<file path="config.mk">
export PLATFORM = sky130hd
export DESIGN_NAME = watchdog_supervisor
export DESIGN_NICKNAME = d
export VERILOG_FILES = /design/src/rtl/watchdog_supervisor.sv
export SDC_FILE = /design/constraint.sdc
export NUM_CORES = 1
export LEC_CHECK = 0
export CAP_MARGIN = 20
export CORE_ASPECT_RATIO = 1.75
export CORE_MARGIN = 2
export CORE_UTILIZATION = 45
export CTS_BUF_LIST = sky130_fd_sc_hd__clkbuf_4 sky130_fd_sc_hd__clkbuf_8 sky130_fd_sc_hd__clkbuf_16
export DETAILED_ROUTE_END_ITERATION = 8
export PLACE_DENSITY = 0.7
export REMOVE_ABC_BUFFERS = 1
export SLEW_MARGIN = 25
export SYNTH_ARGS = -nofsm -noshare
export SYNTH_HDL_FRONTEND = slang
export SYNTH_SLANG_ARGS = --single-unit
</file>
<file path="constraint.sdc">
create_clock -name clk -period 2.9 [get_ports clk]
set_clock_uncertainty 0.1 [all_clocks]
set_input_delay 0.58 -clock clk [delete_from_list [all_inputs] [get_ports clk]]
set_output_delay 0.58 -clock clk [all_outputs]
set_load 0.01 [all_outputs]
</file>
<file path="src/rtl/watchdog_supervisor.sv">
// Supervises a hardware watchdog: kicks it only when every enabled liveness
// source has checked in during the current epoch, and sequences fault recovery.
module watchdog_supervisor #(
  parameter int NUM_SRC      = 4,
  parameter int EPOCH_CYCLES = 1024,
  parameter int MUTE_HOLD    = 16
) (
  input  logic               clk,
  input  logic               rst,
  input  logic [NUM_SRC-1:0] src_en,
  input  logic [NUM_SRC-1:0] src_alive,
  input  logic               wd_warning,
  input  logic               wd_triggered,
  input  logic               clear_fault,
  output logic               wd_enable,
  output logic               wd_heartbeat,
  output logic               wd_force_reset,
  output logic               rf_mute,
  output logic               fault_latched,
  output logic [NUM_SRC-1:0] missed_src,
  output logic [1:0]         state
);

  typedef enum logic [1:0] {
    IDLE    = 2'd0,
    ARMED   = 2'd1,
    FAULT   = 2'd2,
    RECOVER = 2'd3
  } state_t;

  localparam int CW = $clog2(EPOCH_CYCLES);
  localparam int HW = $clog2(MUTE_HOLD + 1);
  localparam logic [CW-1:0] EPOCH_LAST = CW'(EPOCH_CYCLES - 1);
  localparam logic [HW-1:0] HOLD_LAST  = HW'(MUTE_HOLD - 1);

  state_t               state_q, state_n;
  logic [NUM_SRC-1:0]   seen_q, seen_n;
  logic [NUM_SRC-1:0]   missed_q, missed_n;
  logic [CW-1:0]        cnt_q, cnt_n;
  logic [HW-1:0]        hold_q, hold_n;
  logic                 enable_q, hb_q, fr_q, mute_q, fault_q;
  logic                 hb_n, fr_n;
  logic [NUM_SRC-1:0]   live;
  logic                 covered;

  // The pre-expiry flag is informational only; nothing in the sequencing uses it.
  logic unused_warning;
  assign unused_warning = wd_warning;

  assign live    = src_alive & src_en;
  assign covered = ((seen_q | live) & src_en) == src_en;

  always_comb begin
    // NOTE: every signal written here gets a default first, so no path can
    // leave one unassigned and infer a latch.
    state_n  = state_q;
    seen_n   = seen_q;
    cnt_n    = cnt_q;
    hold_n   = hold_q;
    missed_n = missed_q;
    hb_n     = 1'b0;
    fr_n     = 1'b0;

    case (state_q)
      IDLE: begin
        seen_n = '0;
        cnt_n  = '0;
        if (src_en != '0) state_n = ARMED;
      end

      ARMED: begin
        if (wd_triggered) begin
          // Expiry outranks a same-cycle coverage: a late kick must not mask it.
          state_n = FAULT;
          seen_n  = '0;
          cnt_n   = '0;
        end else if (src_en == '0) begin
          state_n = IDLE;
          seen_n  = '0;
          cnt_n   = '0;
        end else if (covered) begin
          hb_n   = 1'b1;
          seen_n = '0;
          cnt_n  = '0;
        end else if (cnt_q == EPOCH_LAST) begin
          missed_n = src_en & ~seen_q;
          seen_n   = '0;
          cnt_n    = '0;
        end else begin
          seen_n = seen_q | live;
          cnt_n  = cnt_q + CW'(1);
        end
      end

      FAULT: begin
        if (clear_fault) begin
          state_n = RECOVER;
          fr_n    = 1'b1;
          hold_n  = '0;
        end
      end

      RECOVER: begin
        if (hold_q == HOLD_LAST) begin
          state_n = (src_en != '0) ? ARMED : IDLE;
          seen_n  = '0;
          cnt_n   = '0;
          hold_n  = '0;
        end else begin
          hold_n = hold_q + HW'(1);
        end
      end

      default: state_n = IDLE;
    endcase
  end

  // Level outputs are decoded from the next state so they change with it.
  always_ff @(posedge clk) begin
    // NOTE: non-blocking assignments here so every register samples the
    // pre-edge values, independent of statement order.
    if (rst) begin
      state_q  <= IDLE;
      seen_q   <= '0;
      cnt_q    <= '0;
      hold_q   <= '0;
      missed_q <= '0;
      enable_q <= 1'b0;
      hb_q     <= 1'b0;
      fr_q     <= 1'b0;
      mute_q   <= 1'b0;
      fault_q  <= 1'b0;
    end else begin
      state_q  <= state_n;
      seen_q   <= seen_n;
      cnt_q    <= cnt_n;
      hold_q   <= hold_n;
      missed_q <= missed_n;
      enable_q <= (state_n != IDLE);
      hb_q     <= hb_n;
      fr_q     <= fr_n;
      mute_q   <= (state_n == FAULT) || (state_n == RECOVER);
      fault_q  <= (state_n == FAULT) || (state_n == RECOVER);
    end
  end

  assign wd_enable      = enable_q;
  assign wd_heartbeat   = hb_q;
  assign wd_force_reset = fr_q;
  assign rf_mute        = mute_q;
  assign fault_latched  = fault_q;
  assign missed_src     = missed_q;
  assign state          = state_q;

endmodule

</file>
==> results.rst <==
.. list-table::
   :header-rows: 1

   * - Metric
     - Value
   * - DP HPWL
     - 2.291 mm
   * - Number of vias per cell
     - 5.644
   * - Layout Nets
     - 192
   * - Fin crit share
     - 80.44%
   * - Worst hold path stage count
     - 2
   * - Remaining design rule violation count
     - 0
   * - Final design utilization
     - 56.36%
   * - Min Hold Slack
     - 0.3794 ns
   * - Num rows
     - 27
   * - Post-synth EDFFs
     - 0
   * - Setup violations, final
     - 0
   * - Post-Synthesis Cell Area
     - 1453 um2
   * - Filler-free cell count of the finished design
     - 219
   * - Maximum clock rate
     - 428.7 MHz
   * - Final TNS setup
     - 0 ns
   * - Worst Tran Pin Value
     - 0.6682 ns
   * - Effective utilization at floorplan
     - 46.74%
   * - Critical-path top delay cell
     - sky130_fd_sc_hd__nor4_1
   * - Dominant cell type by area after synthesis
     - sky130_fd_sc_hd__dfxtp_1
   * - Number of global-route vias before repair
     - 1,206
   * - Internal portion of total power
     - 0.6223 mW
   * - Normalized max-slew margin
     - 54.98%
   * - Total congestion overflow
     - 0
   * - Count of inserted antenna diode cells
     - 0
   * - Time the final worst path needs with I/O delays and setup
     - 2.333 ns
   * - R2r worst-path depth
     - 5
   * - Deepest level of the CTS H-tree
     - 1
   * - Sw Pwr
     - 0.1721 mW
   * - Clock root buffer
     - sky130_fd_sc_hd__clkbuf_8
   * - First-pass GRT wire length
     - 4.940 mm
   * - Core Area
     - 3108 um2
   * - Type of element launching the critical path
     - input port
   * - Maximum ir drop on the vdd rail
     - 231.8 uV
   * - Count of unique library cells instantiated by Yosys
     - 43
   * - CP arrival
     - 2.41 ns
   * - Pwr per Cell Area
     - 453.5 nW/um2
   * - Kind of end point of the critical path
     - flip-flop
   * - Clock slew at reported path FFs
     - 0.10 ns
   * - Flip-flop and latch count after synthesis
     - 28
   * - Wirelength, routed
     - 2.961 mm
   * - Antenna violation net count after detailed routing
     - 0
   * - # IOs
     - 24
   * - Area share of the largest cell type after synthesis
     - 38.59%
   * - Top area cells in the synthesized netlist
     - sky130_fd_sc_hd__dfxtp_1 (39%), sky130_fd_sc_hd__mux2i_1 (3.4%), sky130_fd_sc_hd__nor4_1 (3.4%)
   * - Part of the Yosys area used for sequential elements
     - 38.59%
   * - Signed area change from the synthesized netlist to the final layout
     - 20.59%
   * - Share of synthesized registers carrying an async set or reset
     - 0%
   * - Start of the worst register-to-register path
     - cnt_q[0]
   * - Cts bufs inserted
     - 3
   * - Worst skew pair latency
     - 0.28 ns
   * - Fraction of power spent switching nets
     - 21.67%
   * - Post-CTS sizing
     - 0
   * - Die X-Extent
     - 46.95 um
   * - Post-detailed-route wirelength per cell
     - 13.52 um
   * - Main synth FF type
     - sky130_fd_sc_hd__dfxtp_1
   * - Routability congestion estimate from global placement
     - 0.8241
   * - Leak
     - 0.6710 nW
   * - Hold worst-path end
     - missed_src[0]
   * - CP Class
     - input port to flip-flop
   * - Largest stage delay on the critical path
     - 0.48 ns
   * - Total routing usage reported by global routing
     - 17.60%
   * - Die area
     - 3717 um2
   * - Class of the tightest hold or removal check
     - flip-flop to flip-flop
   * - Number of design-rule violations left by the first detailed-router iteration
     - 25
   * - Synthesized instance count
     - 157
   * - Post-CTS setup-driven buffer insertion count
     - 0
   * - Clock share of power
     - 38.4%
   * - Share of power burned in registers
     - 50.2%
   * - Start point of the worst min-delay path
     - missed_src[0]
   * - TritonCTS clock tree
     - built
   * - Peak fanout along the critical path
     - 9
   * - Data required time at the worst endpoint
     - 2.98 ns
   * - Worst path most repeated cell
     - sky130_fd_sc_hd__nor4_1
   * - Synth warn
     - 0
   * - Run status
     - finished, final reports clean
   * - Total Power Consumption
     - 0.7944 mW
   * - Worst setup slack for register-to-register paths
     - 0.73 ns
   * - Placed insts
     - 215
   * - Initial antenna violation count
     - 0
   * - Number of buffers on the longest clock path
     - 2
   * - Number of buffers inserted by port buffering
     - 22
   * - Part of the total power dissipated in combinational logic
     - 11.3%
   * - Number of buffers added to fix hold violations after cts
     - 0
   * - Num Clock Sinks
     - 28
   * - Total number of vias
     - 1,236
   * - Unrepaired setup endpoints after global routing
     - no
   * - Number of max-capacitance violations reported
     - 0
   * - Vertical die dimension
     - 79.16 um
   * - Sum of buffers and inverters on the critical path
     - 2
   * - RR Endpoint
     - missed_src[3]
   * - CP cell instances
     - clkdlybuf4s50_1 > nor4_1 > or3b_1 > buf_4 > nor4_1 > a221o_1
   * - Post-synthesis area per instance
     - 9.253 um2
   * - Delay-heaviest family, CP
     - simple AND/OR/NAND/NOR gates
   * - Pin count of the biggest net entering global routing
     - 18
   * - Slew Limit Fails
     - 0
   * - Share of post-route cells with drive strength above 1
     - 10.80%
   * - Number of iterations in the first detailed-routing pass
     - 4
   * - Number of endpoints with negative hold slack in the final report
     - 0
==> power by group through the flow <==
stage | clock [mW] | combinational (mW) | sequential, mW
3_5_place_dp | 0 | 0.0898 | 0.408
3_3_place_gp | 0 | 0.0879 | 0.408
5_1_grt | 0.330 | 0.0986 | 0.401
2_1_floorplan | 0 | 0.0386 | 0.409
4_1_cts | 0.312 | 0.0906 | 0.399
6_report | 0.305 | 0.0900 | 0.399
==> cell type report <==
type / instances / area (um2)
fill: 303 / 1356
sequential: 28 / 560.5
clock buffer: 3 / 41.29
timing repair buffer: 27 / 257.7
tap: 43 / 53.80
multi-input combinational: 114 / 797.0
inverter: 3 / 11.26
clock inverter: 1 / 30.03
==> worst max path at each step <==
stage | from | to | slack (ns) | cells past startpoint
after CTS | src_en[0] | cnt_q[3] | 0.58 | 6
after floorplan | src_en[0] | cnt_q[3] | 0.80 | 4
final | src_en[0] | cnt_q[3] | 0.57 | 6
after global placement | wd_triggered | cnt_q[4] | 0.33 | 6
after detailed placement | src_en[0] | cnt_q[3] | 0.29 | 6
after global routing | wd_triggered | cnt_q[4] | 0.50 | 6
==> layer usage <==
metal / wire, um / vias up / global-route usage [%] / share of wire, %
li1: - / 621 / - / -
met1: 1187 / 586 / 18.01 / 40
met2: 1635 / 22 / 33.42 / 55
met3: 77 / 7 / 1.591 / 2.6
met4: 60 / 0 / 6.944 / 2.0
met5: 0 / - / 0 / 0
==> cells in the mapped netlist (all sizes together) (3+ instances only) <==
cell	number
o22a	4
o21a	5
or3b	5
a22o	4
o21ai	5
a21oi	5
and3	4
nor3	5
nand3	8
nand2	10
dfxtp	28
nor3b	7
nor2	10
nand2b	5
mux2i	5
inv	3
nor4	10
buf	10
==> metrics by stage <==
stage               worst slack, ns  cell area (um2)
floorplan                    0.7990             1369
detailed placement           0.2870             1680
global placement             0.3274             1680
CTS                          0.5823             1752
global route                 0.5047             1752
finish                       0.5673             1752
==> cell families (layout without fill, tap and decap cells) <==
group / Yosys count / after routing / synth area share (%)
AOI/OAI and AO/OA: 33 / 33 / 16.54
xor gates and xnor gates: 2 / 2 / 1.206
adders and majority gates: 2 / 2 / 1.722
buffers and inverters: 15 / 34 / 6.545
DFF: 28 / 28 / 38.59
muxes: 6 / 6 / 4.221
and+or+nand+nor: 71 / 71 / 31.18
==> flip-flops by register name, indices dropped and copies added, names as in the netlist <==
signal          flops
cnt_q              10
hold_q              5
missed_src          4
seen_q              4
state               2
wd_enable           1
wd_force_reset      1
wd_heartbeat        1
==> cell usage in the layout (no fill, tap or decap), drive strengths merged <==
cell type	netlist	final
o31ai	1	1
a21oi	5	5
bufinv	0	1
clkbuf	2	3
and3	4	4
nand4	2	2
a31oi	1	1
mux2	1	1
a22oi	2	2
a211o	1	1
xnor2	2	2
a31o	1	1
o311ai	2	2
nor3	5	5
nor2	10	10
nand2	10	10
a221o	1	1
o22a	4	4
dfxtp	28	28
clkdlybuf4s50	0	22
nor4	10	10
and4b	2	2
and2	1	1
or3b	5	5
nor2b	2	2
ha	2	2
mux2i	5	5
nand2b	5	5
nand3	8	8
buf	10	5
o21ai	5	5
inv	3	3
o21a	5	5
o32ai	1	1
nor3b	7	7
a22o	4	4
==> worst register-to-register path: stages, from the launching register on <==
cell and delay (ns):
sky130_fd_sc_hd__dfxtp_1 0.38, sky130_fd_sc_hd__ha_1 0.22, sky130_fd_sc_hd__nand3_1 0.21, sky130_fd_sc_hd__nor4_4 0.54
sky130_fd_sc_hd__and4b_1 0.42, sky130_fd_sc_hd__mux2i_1 0.23
(Power assumes the default switching activity.)
